$ cat src/rtl/multicycle_controller.sv
// Main control FSM for the multicycle ARM datapath: sequencing, NZCV flags, condition check, ALU decode.
// Optional MEM_HANDSHAKE_EN macro adds a memory_ready input that stalls FETCH/MEMREAD/MEMWRITE.
module multicycle_controller #(
  parameter int unsigned ALU_CONTROL_WIDTH = 2
) (
  input  logic                         clock,
  input  logic                         reset,
  input  logic [19:0]                  instruction,
  input  logic [3:0]                   alu_flags,
`ifdef MEM_HANDSHAKE_EN
  input  logic                         memory_ready,
`endif
  output logic                         pc_write,
  output logic                         address_source,
  output logic                         ir_write,
  output logic                         memory_write,
  output logic                         register_write,
  output logic [1:0]                   result_source,
  output logic                         alu_source_a,
  output logic [1:0]                   alu_source_b,
  output logic [1:0]                   immediate_source,
  output logic [1:0]                   register_source,
  output logic [ALU_CONTROL_WIDTH-1:0] alu_control,
  output logic [3:0]                   state
);

  localparam int unsigned STATE_W = 4;
  localparam int unsigned ALU_SEL_W = 3;
  localparam bit WIDE_ALU = (ALU_CONTROL_WIDTH == 32'd3);

  typedef enum logic [STATE_W-1:0] {
    S_FETCH    = 4'd0,
    S_DECODE   = 4'd1,
    S_MEMADR   = 4'd2,
    S_MEMREAD  = 4'd3,
    S_MEMWB    = 4'd4,
    S_MEMWRITE = 4'd5,
    S_EXECUTER = 4'd6,
    S_EXECUTEI = 4'd7,
    S_ALUWB    = 4'd8,
    S_BRANCH   = 4'd9
  } state_t;

  state_t state_q, state_d, dec_state;
  logic [3:0] flags_q;
  logic       cond_hold_q;
  logic       ready;

  // Instruction fields, offset by 12 because only IR[31:12] is presented.
  logic [3:0] cond;
  logic [1:0] op;
  logic [5:0] funct;
  logic [3:0] cmd;
  logic [3:0] rd;
  logic       rd_is_pc;
  logic       unused_rn;

  assign cond      = instruction[19:16];
  assign op        = instruction[15:14];
  assign funct     = instruction[13:8];
  assign cmd       = funct[4:1];
  assign rd        = instruction[3:0];
  assign rd_is_pc  = (rd == 4'hF);
  assign unused_rn = ^instruction[7:4];

`ifdef MEM_HANDSHAKE_EN
  assign ready = memory_ready;
`else
  assign ready = 1'b1;
`endif

  assign state            = state_q;
  assign immediate_source = op;
  assign register_source  = {op == 2'b01, op == 2'b10};

  // Condition check against the stored NZCV.
  logic flag_n, flag_z, flag_c, flag_v;
  logic cond_live;

  assign flag_n = flags_q[3];
  assign flag_z = flags_q[2];
  assign flag_c = flags_q[1];
  assign flag_v = flags_q[0];

  always_comb begin
    cond_live = 1'b0;
    case (cond)
      4'h0:    cond_live = flag_z;
      4'h1:    cond_live = !flag_z;
      4'h2:    cond_live = flag_c;
      4'h3:    cond_live = !flag_c;
      4'h4:    cond_live = flag_n;
      4'h5:    cond_live = !flag_n;
      4'h6:    cond_live = flag_v;
      4'h7:    cond_live = !flag_v;
      4'h8:    cond_live = flag_c && !flag_z;
      4'h9:    cond_live = !flag_c || flag_z;
      4'hA:    cond_live = (flag_n == flag_v);
      4'hB:    cond_live = (flag_n != flag_v);
      4'hC:    cond_live = !flag_z && (flag_n == flag_v);
      4'hD:    cond_live = flag_z || (flag_n != flag_v);
      4'hE:    cond_live = 1'b1;
      default: cond_live = 1'b0;
    endcase
  end

  // Data-processing command decode.
  logic [ALU_SEL_W-1:0] alu_op;
  logic                 write_allowed;
  logic                 cmd_known;
  logic                 cmd_arith;
  logic                 cmd_compare;

  always_comb begin
    alu_op        = 3'd0;
    write_allowed = 1'b0;
    cmd_known     = 1'b0;
    cmd_arith     = 1'b0;
    cmd_compare   = 1'b0;
    case (cmd)
      4'b0100: begin alu_op = 3'd0; write_allowed = 1'b1; cmd_known = 1'b1; cmd_arith = 1'b1; end
      4'b0010: begin alu_op = 3'd1; write_allowed = 1'b1; cmd_known = 1'b1; cmd_arith = 1'b1; end
      4'b0000: begin alu_op = 3'd2; write_allowed = 1'b1; cmd_known = 1'b1; end
      4'b1100: begin alu_op = 3'd3; write_allowed = 1'b1; cmd_known = 1'b1; end
      4'b0001: if (WIDE_ALU) begin
        alu_op = 3'd4; write_allowed = 1'b1; cmd_known = 1'b1;
      end
      4'b1010: if (WIDE_ALU) begin
        alu_op = 3'd1; cmd_known = 1'b1; cmd_arith = 1'b1; cmd_compare = 1'b1;
      end
      4'b1000: if (WIDE_ALU) begin
        alu_op = 3'd2; cmd_known = 1'b1; cmd_compare = 1'b1;
      end
      default: ;
    endcase
  end

  logic executing;
  logic flag_nz_en;
  logic flag_cv_en;

  assign executing  = (state_q == S_EXECUTER) || (state_q == S_EXECUTEI);
  assign flag_nz_en = executing && cond_live && cmd_known && (funct[0] || cmd_compare);
  assign flag_cv_en = flag_nz_en && cmd_arith;

  // Flags and the pre-execute condition result used by ALUWB.
  always_ff @(posedge clock) begin
    if (reset) begin
      flags_q     <= 4'b0000;
      cond_hold_q <= 1'b0;
    end else begin
      if (flag_nz_en) flags_q[3:2] <= alu_flags[3:2];
      if (flag_cv_en) flags_q[1:0] <= alu_flags[1:0];
      if (executing)  cond_hold_q  <= cond_live;
    end
  end

  always_ff @(posedge clock) begin
    if (reset) state_q <= S_FETCH;
    else       state_q <= state_d;
  end

  // Next state and control decode; reset forces FETCH decode with enables held low.
  logic [ALU_SEL_W-1:0] alu_sel;

  always_comb begin
    state_d        = S_FETCH;
    pc_write       = 1'b0;
    address_source = 1'b0;
    ir_write       = 1'b0;
    memory_write   = 1'b0;
    register_write = 1'b0;
    result_source  = 2'b00;
    alu_source_a   = 1'b0;
    alu_source_b   = 2'b00;
    alu_sel        = 3'd0;
    dec_state      = reset ? S_FETCH : state_q;
    case (dec_state)
      S_FETCH: begin
        ir_write      = ready;
        pc_write      = ready;
        alu_source_a  = 1'b1;
        alu_source_b  = 2'b10;
        result_source = 2'b10;
        state_d       = ready ? S_DECODE : S_FETCH;
      end
      S_DECODE: begin
        alu_source_a  = 1'b1;
        alu_source_b  = 2'b10;
        result_source = 2'b10;
        case (op)
          2'b01:   state_d = S_MEMADR;
          2'b00:   state_d = funct[5] ? S_EXECUTEI : S_EXECUTER;
          2'b10:   state_d = S_BRANCH;
          default: state_d = S_FETCH;
        endcase
      end
      S_MEMADR: begin
        alu_source_b = 2'b01;
        state_d      = funct[0] ? S_MEMREAD : S_MEMWRITE;
      end
      S_MEMREAD: begin
        address_source = 1'b1;
        state_d        = ready ? S_MEMWB : S_MEMREAD;
      end
      S_MEMWB: begin
        result_source  = 2'b01;
        register_write = cond_live;
        pc_write       = cond_live && rd_is_pc;
      end
      S_MEMWRITE: begin
        address_source = 1'b1;
        memory_write   = cond_live;
        state_d        = ready ? S_FETCH : S_MEMWRITE;
      end
      S_EXECUTER: begin
        alu_sel = alu_op;
        state_d = S_ALUWB;
      end
      S_EXECUTEI: begin
        alu_source_b = 2'b01;
        alu_sel      = alu_op;
        state_d      = S_ALUWB;
      end
      S_ALUWB: begin
        register_write = cond_hold_q && write_allowed;
        pc_write       = cond_hold_q && write_allowed && rd_is_pc;
      end
      S_BRANCH: begin
        alu_source_b  = 2'b01;
        result_source = 2'b10;
        pc_write      = cond_live;
      end
      default: state_d = S_FETCH;
    endcase
    if (reset) begin
      pc_write       = 1'b0;
      ir_write       = 1'b0;
      memory_write   = 1'b0;
      register_write = 1'b0;
    end
  end

  if (WIDE_ALU) begin : g_alu_wide
    assign alu_control = alu_sel;
  end else begin : g_alu_narrow
    logic unused_alu_bit;
    assign unused_alu_bit = alu_sel[2];
    assign alu_control    = alu_sel[1:0];
  end

endmodule
$ cat config.mk
export PLATFORM = sky130hd
export DESIGN_NAME = multicycle_controller
export DESIGN_NICKNAME = d
export VERILOG_FILES = /design/src/rtl/multicycle_controller.sv
export SDC_FILE = /design/constraint.sdc
export NUM_CORES = 1
export LEC_CHECK = 0
export ABC_AREA = 1
export BUFFER_PORTS_ARGS = -buffer_cell sky130_fd_sc_hd__buf_2
export CAP_MARGIN = 0
export CORE_MARGIN = 2
export CORE_UTILIZATION = 30
export DETAILED_ROUTE_END_ITERATION = 8
export HOLD_SLACK_MARGIN = 0.03
export SYNTH_ARGS = -nofsm -noshare
export SYNTH_HDL_FRONTEND = slang
export SYNTH_SLANG_ARGS = --single-unit
$ cat constraint.sdc
create_clock -name clock -period 1.4 [get_ports clock]
set_input_delay 0.21 -clock clock [delete_from_list [all_inputs] [get_ports clock]]
set_output_delay 0.21 -clock clock [all_outputs]
set_load 0.02 [all_outputs]
**Word-level counts from Yosys, hierarchy flattened**

Index checks and enable logic that the tools add are counted.

- Register bits after elaboration: 9
- Input bits: 26
- Logic and storage cells: 86

- Equal/unequal tests: 33
- Multiplexer cells: 22
- Reduce and logical (&&, ||, !) cells: 27

Operators by type and width:

| kind | number |
|---|---|
| 4-bit by 3-bit equality test with 1-bit output, second input constant | 11 |
| 4-bit equality test, second input constant | 11 |
| 4-bit by 2-bit equality test with 1-bit output, second input constant | 5 |
| 4-bit case mux with 5 select lines | 1 |
| 1-bit case mux with 15 select lines | 1 |
| 4-bit logical NOT | 3 |
| 4-bit case mux with 3 select lines | 1 |
| 1-bit 2-to-1 mux | 11 |
| 1-bit logical AND | 9 |
| 4-bit by 1-bit equality test with 1-bit output, second input constant | 2 |
| 2-bit case mux with 2 select lines | 2 |
| 2-bit OR reduction | 4 |
| 2-bit case mux with 3 select lines | 1 |
| 3-bit OR reduction | 2 |
| 1-bit logical NOT | 4 |
| 4-bit 2-to-1 mux | 1 |
| 1-bit case mux with 4 select lines | 1 |
| 4-bit OR reduction | 1 |
| 1-bit logical OR | 3 |
| 3-bit 2-to-1 mux | 1 |
| 2-bit by 1-bit equality test with 1-bit output, second input constant | 1 |
| 2-bit equality test, second input constant | 1 |
| 2-bit logical NOT | 1 |
| 2-bit 2-to-1 mux | 1 |
| other kinds (3) | 3 |

**Depth between registers and ports, before layout**

Gate-level depths: netlist of the first run.

- Depth in word-level cells: 7
- Gate-level depth with buffers: 12
- Gate-level depth less buffers: 12

**Least setup slack after synthesis of the first run**

No wires, ideal clock.

- Kind: register -> output
- Start: register state_q[2] (netlist: state[2])
- End: output pc_write
- Data arrival time: 1.671 ns
- Setup slack: -0.481 ns
- Stages on the path, launching flop included: 9
- Buffers on the path: 0
- Cells stage by stage: dfxtp_1 inv_1 nor3_1 inv_1 nor2_2 nor2_1 nor2_1 nand3_1 a21oi_1

- Cells in the longest elaborated chain, start to end: 4
- Elaborated cells on any way between the ends: 7
- Those cells by class: 3 x eq/ne; 3 x mux; 1 x reduce/logical

RTL lines:

| item | line | source |
|---|---|---|
| start: declaration | 44 | `state_t state_q, state_d, dec_state;` |
| start signal: assignment | 160 | `else state_q <= state_d;` |
| 4-bit 2-to-1 mux * | 177 | `dec_state = reset ? S_FETCH : state_q;` |
| 4-bit equality test, or another cell as far along | 178 | `case (dec_state)` |
| 1-bit case mux with 4 select lines * | 178 |  |
| 1-bit 2-to-1 mux * | 236 | `if (reset) begin` |
| end: declaration | 13 | `output logic pc_write,` |

Mark *: on every way between the ends. The rest lies on a longest branch, timed or not.

**Final worst setup path of the first run**

- Start: register state_q[3] (netlist: state[3])
- End: output pc_write

The elaborated chain is that of the path after synthesis.

==> results.txt, run 1 <==
# rows - 19
Antenna violations before repair - 0
Inserted Clock Buffers - 3
DP Wirelength - 2150 um
R2R Setup Slk - -0.15 ns
Final period util - 134%
Port Buffer Count - 41
Root Buffer Master - clkbuf_4
Unique cell type count in the Yosys netlist - 25
TNS Setup - -3.75 ns
Synth Register Bits - 9
FF+latch area - 191 um2
XOR/XNOR Fraction of Synth Area - 0.999%
Total power - 0.936 mW
Initial DRT Pass Iterations - 6
Synthesized Nets - 184
Worst hold path depth - 3
Startpoint types - register
Largest family of logic cells by synthesized area - simple AND/OR/NAND/NOR gates
CTS tree - yes
RSZ-0062 raised after global routing - true
Pwr/cell area - 506 nW/um2
Die H - 58.1 um
Final hold slack - 0.160 ns
Setup WS pre-CTS - -0.245 ns
Final Hold Vio Count - 0
Clk pin slew, worst setup/hold paths - 0.07 ns
Multi-input gate area - 779 um2
Reg2reg end - flags_q[3]
CTS Hold Bufs - 0
Failing checks - negative setup slack
Cell Chain, Critical Path - nand2_1, nor2_2, nand3_2, inv_2, nor2_1, nor2_1, nand3_2, a21oi_4, buf_6
Peak supply drop - 0.471 mV
Layout fillers - 234
Worst EP required - 1.19 ns
Sequential area share after synthesis - 20.5%
Yosys warning count - 0
Area Overhead vs Synth - 111%
Cell area after layout - 1850 um2
Outcome - complete, but fails checks
Largest net degree at the start of global routing - 9
Layout cells sized above 1 - 63.7%
Nets@finish - 278
Slew HR - 81.5%
Tightest Hold Check Type - input port to register
CP bufs+invs - 2
Routed WL - 3770 um
Setup Viol. Count Final - 17
Total GRT Usage - 21.0%
Crit Path Max Fanout - 4
Adder-cell share of the synthesized area - 0%
Drt first-iter violations - 103
GRT overflow - 0
Critical path class - register to output port
Core ar. - 2760 um2
Avg WL per Cell - 13.4 um
Syn Area/Cell - 5.55 um2
Hold_sp - alu_flags[0]
Starting Density - 31.8%
Vias per cell - 4.98
Global-route wire length before repair - 5550 um
DRC viols - 0
H-tree level count - 1
Mux cell area share after synthesis - 0%
RD Place Congestion - 0.855
CP arrival - 1.66 ns
Clk Latency, worst-skew pair - 0.29 ns
LEAKAGE - 0.946 nW
Syn Inst Count - 158
Post-Synth Simple-Gate Area - 53.6%
Die W - 58.1 um
Cells on worst reg2reg path - 13
Crit-path leading delay family - simple AND/OR/NAND/NOR gates
Worst Setup SP - state[3]
Ports - 46
Max clock buf depth - 2
Compound-Gate Fraction of Synth Area - 10.6%
Ant diodes - 0
Worst reg2reg path startpoint - flags_q[0]
Worst path max stage delay - 0.38 ns
Vias - 1404
Vias in the first global route - 1322
Post-Place Cell Area - 1410 um2
CP max-delay cell - dfxtp_4
MaxCap Viol Count - 0
Fmax - 535 MHz
Antenna-violating nets left - 0
Final setup margin - -0.470 ns
Netlist Area Pre-Place - 877 um2
Die area - 3370 um2
Total clock sinks - 9
Hold worst-path end - flags_q[0]
Clk_skew - 0.0122 ns
Crit end category - output port
Max Transition Viols Final - 0
Least-Margin Pin Slew - 0.275 ns
Min Tclk post-route - 1.87 ns
[cell usage after synthesis, drive strengths merged]
master	number	area [um2]
a211oi	1	7.51
a21oi	5	28.8
a22o	1	8.76
a31oi	2	12.5
buf	3	20.0
clkinv	1	3.75
dfxtp	9	180
inv	27	101
nand2	45	176
nand3	19	108
nand4	4	37.5
nor2	30	118
nor3	4	31.3
o211ai	2	15.0
o21ai	4	20.0
xnor2	1	8.76
[cells in the final DEF (no fill, tap or decap), types with 2 or more instances in the layout]
cell type,count
buf_4,41
nand2_1,32
buf_2,29
buf_6,22
nor2_1,20
inv_2,14
nand2_2,13
nand3_1,12
inv_1,11
nor2_4,7
nand3_2,5
dfxtp_1,4
nor3_4,3
nor2_2,3
o21ai_2,3
clkbuf_4,3
dfxtp_2,3
inv_4,2
a31oi_1,2
nand3_4,2
a21oi_1,2
nand4_1,2
a21oi_4,2
nand4_4,2
o211ai_1,2
dfxtp_4,2
[metal layers]
layer | share of wire (%) | routed length [um] | global-route usage [%] | vias up
met3 | 6.1 | 231 | 2.46 | 10
met1 | 38 | 1450 | 25.0 | 640
met2 | 54 | 2030 | 39.1 | 66
li1 | - | - | - | 688
met5 | 0 | 0 | 0 | -
met4 | 1.5 | 57 | 6.31 | 0
[worst max path at each step]
stage / to / cells past startpoint / slack [ns]
finish: pc_write / 9 / -0.47
global route: pc_write / 9 / -0.55
CTS: pc_write / 10 / -0.37
detailed placement: pc_write / 11 / -0.25
global placement: pc_write / 11 / -0.24
floorplan: pc_write / 8 / -0.12
[per-stage QoR]
stage	cells	util (%)
detailed placement	262	51.0
global route	282	67.0
CTS	275	61.8
finish	282	67.0
floorplan	158	-
global placement	262	51.0
[cells by family after synthesis]
| kind of cell | after synthesis |
|---|---|
| buf+inv | 31 |
| compound gates | 15 |
| flops | 9 |
| xor+xnor | 1 |
| simple gates | 102 |
[area by class of cell]
cell class / instances / share of cell area (%)
well taps: 31 / 2.10
clock inverters: 1 / 0.271
clock buffers: 3 / 1.22
multi-input cells: 118 / 42.2
flip-flops and latches: 9 / 10.4
inverters: 28 / 5.96
repair buffers: 92 / 37.9
[tightest hold or removal path, stage by stage]
cell	delay (ns)
buf_2	0.07
nor2_1	0.03
nor2_1	0.08
[sequential cells by signal (all words and copies together), names as in the netlist]
| register | flops |
|---|---|
| state | 4 |
| cond_hold_q | 1 |
| flags_q | 4 |
[report_power, final]
part           switching (mW)  total (mW)  leakage (nW)  internal [mW]
logic                   0.234       0.432         0.852          0.198
clock network           0.127       0.233        0.0177          0.106
registers             0.00914       0.271        0.0761          0.262
[repair_timing]
| item | CTS | global route |
|---|---|---|
| setup buffers | 9 | 11 |
| pin swaps | 17 | 17 |
| setup endpoints to repair | 16 | 18 |
| gates resized for setup | 65 | 26 |
Power figures use the tool's default switching activity.
==> run 2, diff against run 1 <==
--- a/config.mk
+++ b/config.mk
@@ -9,9 +9,10 @@
 export BUFFER_PORTS_ARGS = -buffer_cell sky130_fd_sc_hd__buf_2
 export CAP_MARGIN = 0
 export CORE_MARGIN = 2
-export CORE_UTILIZATION = 30
+export CORE_UTILIZATION = 44
 export DETAILED_ROUTE_END_ITERATION = 8
 export HOLD_SLACK_MARGIN = 0.03
+export PLACE_DENSITY = 0.78
 export SYNTH_ARGS = -nofsm -noshare
 export SYNTH_HDL_FRONTEND = slang
 export SYNTH_SLANG_ARGS = --single-unit
==> results.txt, run 2 (synthesis results as in run 1) <==
Starting Density - 45.6%
Port Buffer Count - 41
Peak supply drop - 0.666 mV
H-tree level count - 1
Slew HR - 75.8%
Most common cell after layout, fill and taps aside - buf_4
Die H - 48.6 um
Total power - 0.982 mW
Layout fillers - 51
Final setup margin - -0.598 ns
Pwr/cell area - 537 nW/um2
Clk Latency, worst-skew pair - 0.29 ns
RSZ-0062 raised after global routing - true
Critical path class - register to output port
Crit Path Max Fanout - 3
Worst path max stage delay - 0.38 ns
DRC viols - 0
Crit-path leading delay family - compound AO/OA/AOI/OAI gates
LEAKAGE - 0.915 nW
# rows - 16
CTS tree - yes
Failing checks - negative setup slack
Final hold slack - 0.142 ns
Global-route wire length before repair - 5860 um
TNS Setup - -6.86 ns
Ports - 46
Routed WL - 6100 um
Top routing layer used - met4
Commonest non-fill, non-tap cells in the layout - 37 x buf_4, 30 x nand2_1, 29 x buf_2, 21 x buf_6, 18 x nor2_1
Fmax - 500 MHz
Total GRT Usage - 31.0%
Least-Margin Pin Slew - 0.363 ns
Outcome - complete, but fails checks
CP bufs+invs - 3
Layout cells sized above 1 - 65.0%
Setup Viol. Count Final - 20
WL met3 - 811 um
FF+latch area - 193 um2
Cell Chain, Critical Path - buf_4, nand2_1, a21oi_1, nor2_4, nand3_4, buf_6, nand2_2, o21ai_2, buf_6
Crit end category - output port
Nets@finish - 273
MaxCap Viol Count - 0
CTS Hold Bufs - 0
Tightest Hold Check Type - input port to register
GRT overflow - 0
Max clock buf depth - 2
Ant diodes - 0
DP Wirelength - 2330 um
Antenna-violating nets left - 0
Cell area after layout - 1830 um2
Drt first-iter violations - 149
Total clock sinks - 9
R2R Setup Slk - -0.45 ns
Setup WS pre-CTS - -0.255 ns
Clk pin slew, worst setup/hold paths - 0.09 ns
CP max-delay cell - dfxtp_2
Min Tclk post-route - 2.00 ns
Max Transition Viols Final - 0
Largest net degree at the start of global routing - 9
Initial DRT Pass Iterations - 7
Area Overhead vs Synth - 109%
Critical Path Most Common Cell - buf_6
Met2 routed WL - 2610 um
Multi-input gate area - 800 um2
Clk_skew - 0.00354 ns
Die W - 48.6 um
RD Place Congestion - 0.871
Antenna violations before repair - 0
Vias per cell - 6.55
WL met1 - 1980 um
CP arrival - 1.79 ns
Startpoint types - register
Inserted Clock Buffers - 3
Vias in the first global route - 1411
Root Buffer Master - clkbuf_4
Vias - 1789
Die area - 2370 um2
Final period util - 143%
Final Hold Vio Count - 0
Core ar. - 1920 um2
Worst EP required - 1.19 ns
Avg WL per Cell - 22.3 um
Post-Place Cell Area - 1360 um2
-- run 2: changes by cell type in the layout (fill, tap and decap cells not counted), moves of 2 or more --
cell | previous run | this run
buf_4 | 41 | 37
inv_2 | 14 | 11
nand2_1 | 32 | 30
nand2_2 | 13 | 15
nand3_1 | 12 | 10
nand3_2 | 5 | 8
nor2_1 | 20 | 18
-- run 2: timing repair --
| item | 4_1_cts | 5_1_grt |
|---|---|---|
| endpoints found under the setup margin | 17 | 19 |
| pin swaps | 9 | 24 |
| resized for setup | 40 | 56 |
| buffers inserted | 8 | 10 |
-- run 2: layout make-up --
type	instances	share of cell area (%)
inverter	28	6.36
tap	27	1.85
multi-input combinational	118	43.7
clock inverter	1	0.274
clock buffer	3	1.23
sequential	9	10.5
timing repair buffer	87	36.0
-- run 2: layer usage --
metal	track usage, %	vias to the layer above
met5	0	-
met1	31.9	774
met3	3.70	96
met4	16.2	0
li1	-	677
met2	60.0	242
-- run 2: worst min-delay path: stages --
cell    delay [ns]
buf_2         0.07
nor2_1        0.04
nor2_1        0.08
-- run 2: path summary, 6_finish.rpt --
| check | startpoint | cells after the start | endpoint |
|---|---|---|---|
| max | flags_q[3] | 9 | register_write |
| min | alu_flags[1] | 3 | flags_q[1] |
| max reg2reg | flags_q[3] | 11 | flags_q[0] |
| min reg2reg | cond_hold_q | 2 | cond_hold_q |
-- run 2: report_power, final --
part / switching, mW / leakage [nW] / total (mW) / internal [mW]
registers: 0.0113 / 0.0766 / 0.273 / 0.262
logic: 0.273 / 0.820 / 0.460 / 0.188
clock network: 0.142 / 0.0177 / 0.249 / 0.107
total: 0.426 / 0.915 / 0.982 / 0.556
-- run 2: stage by stage --
stage	utilization [%]	cells
after floorplan	-	158
after global placement	71.0	253
after detailed placement	71.0	253
after CTS	82.2	265
after global routing	95.2	273
final	95.2	273
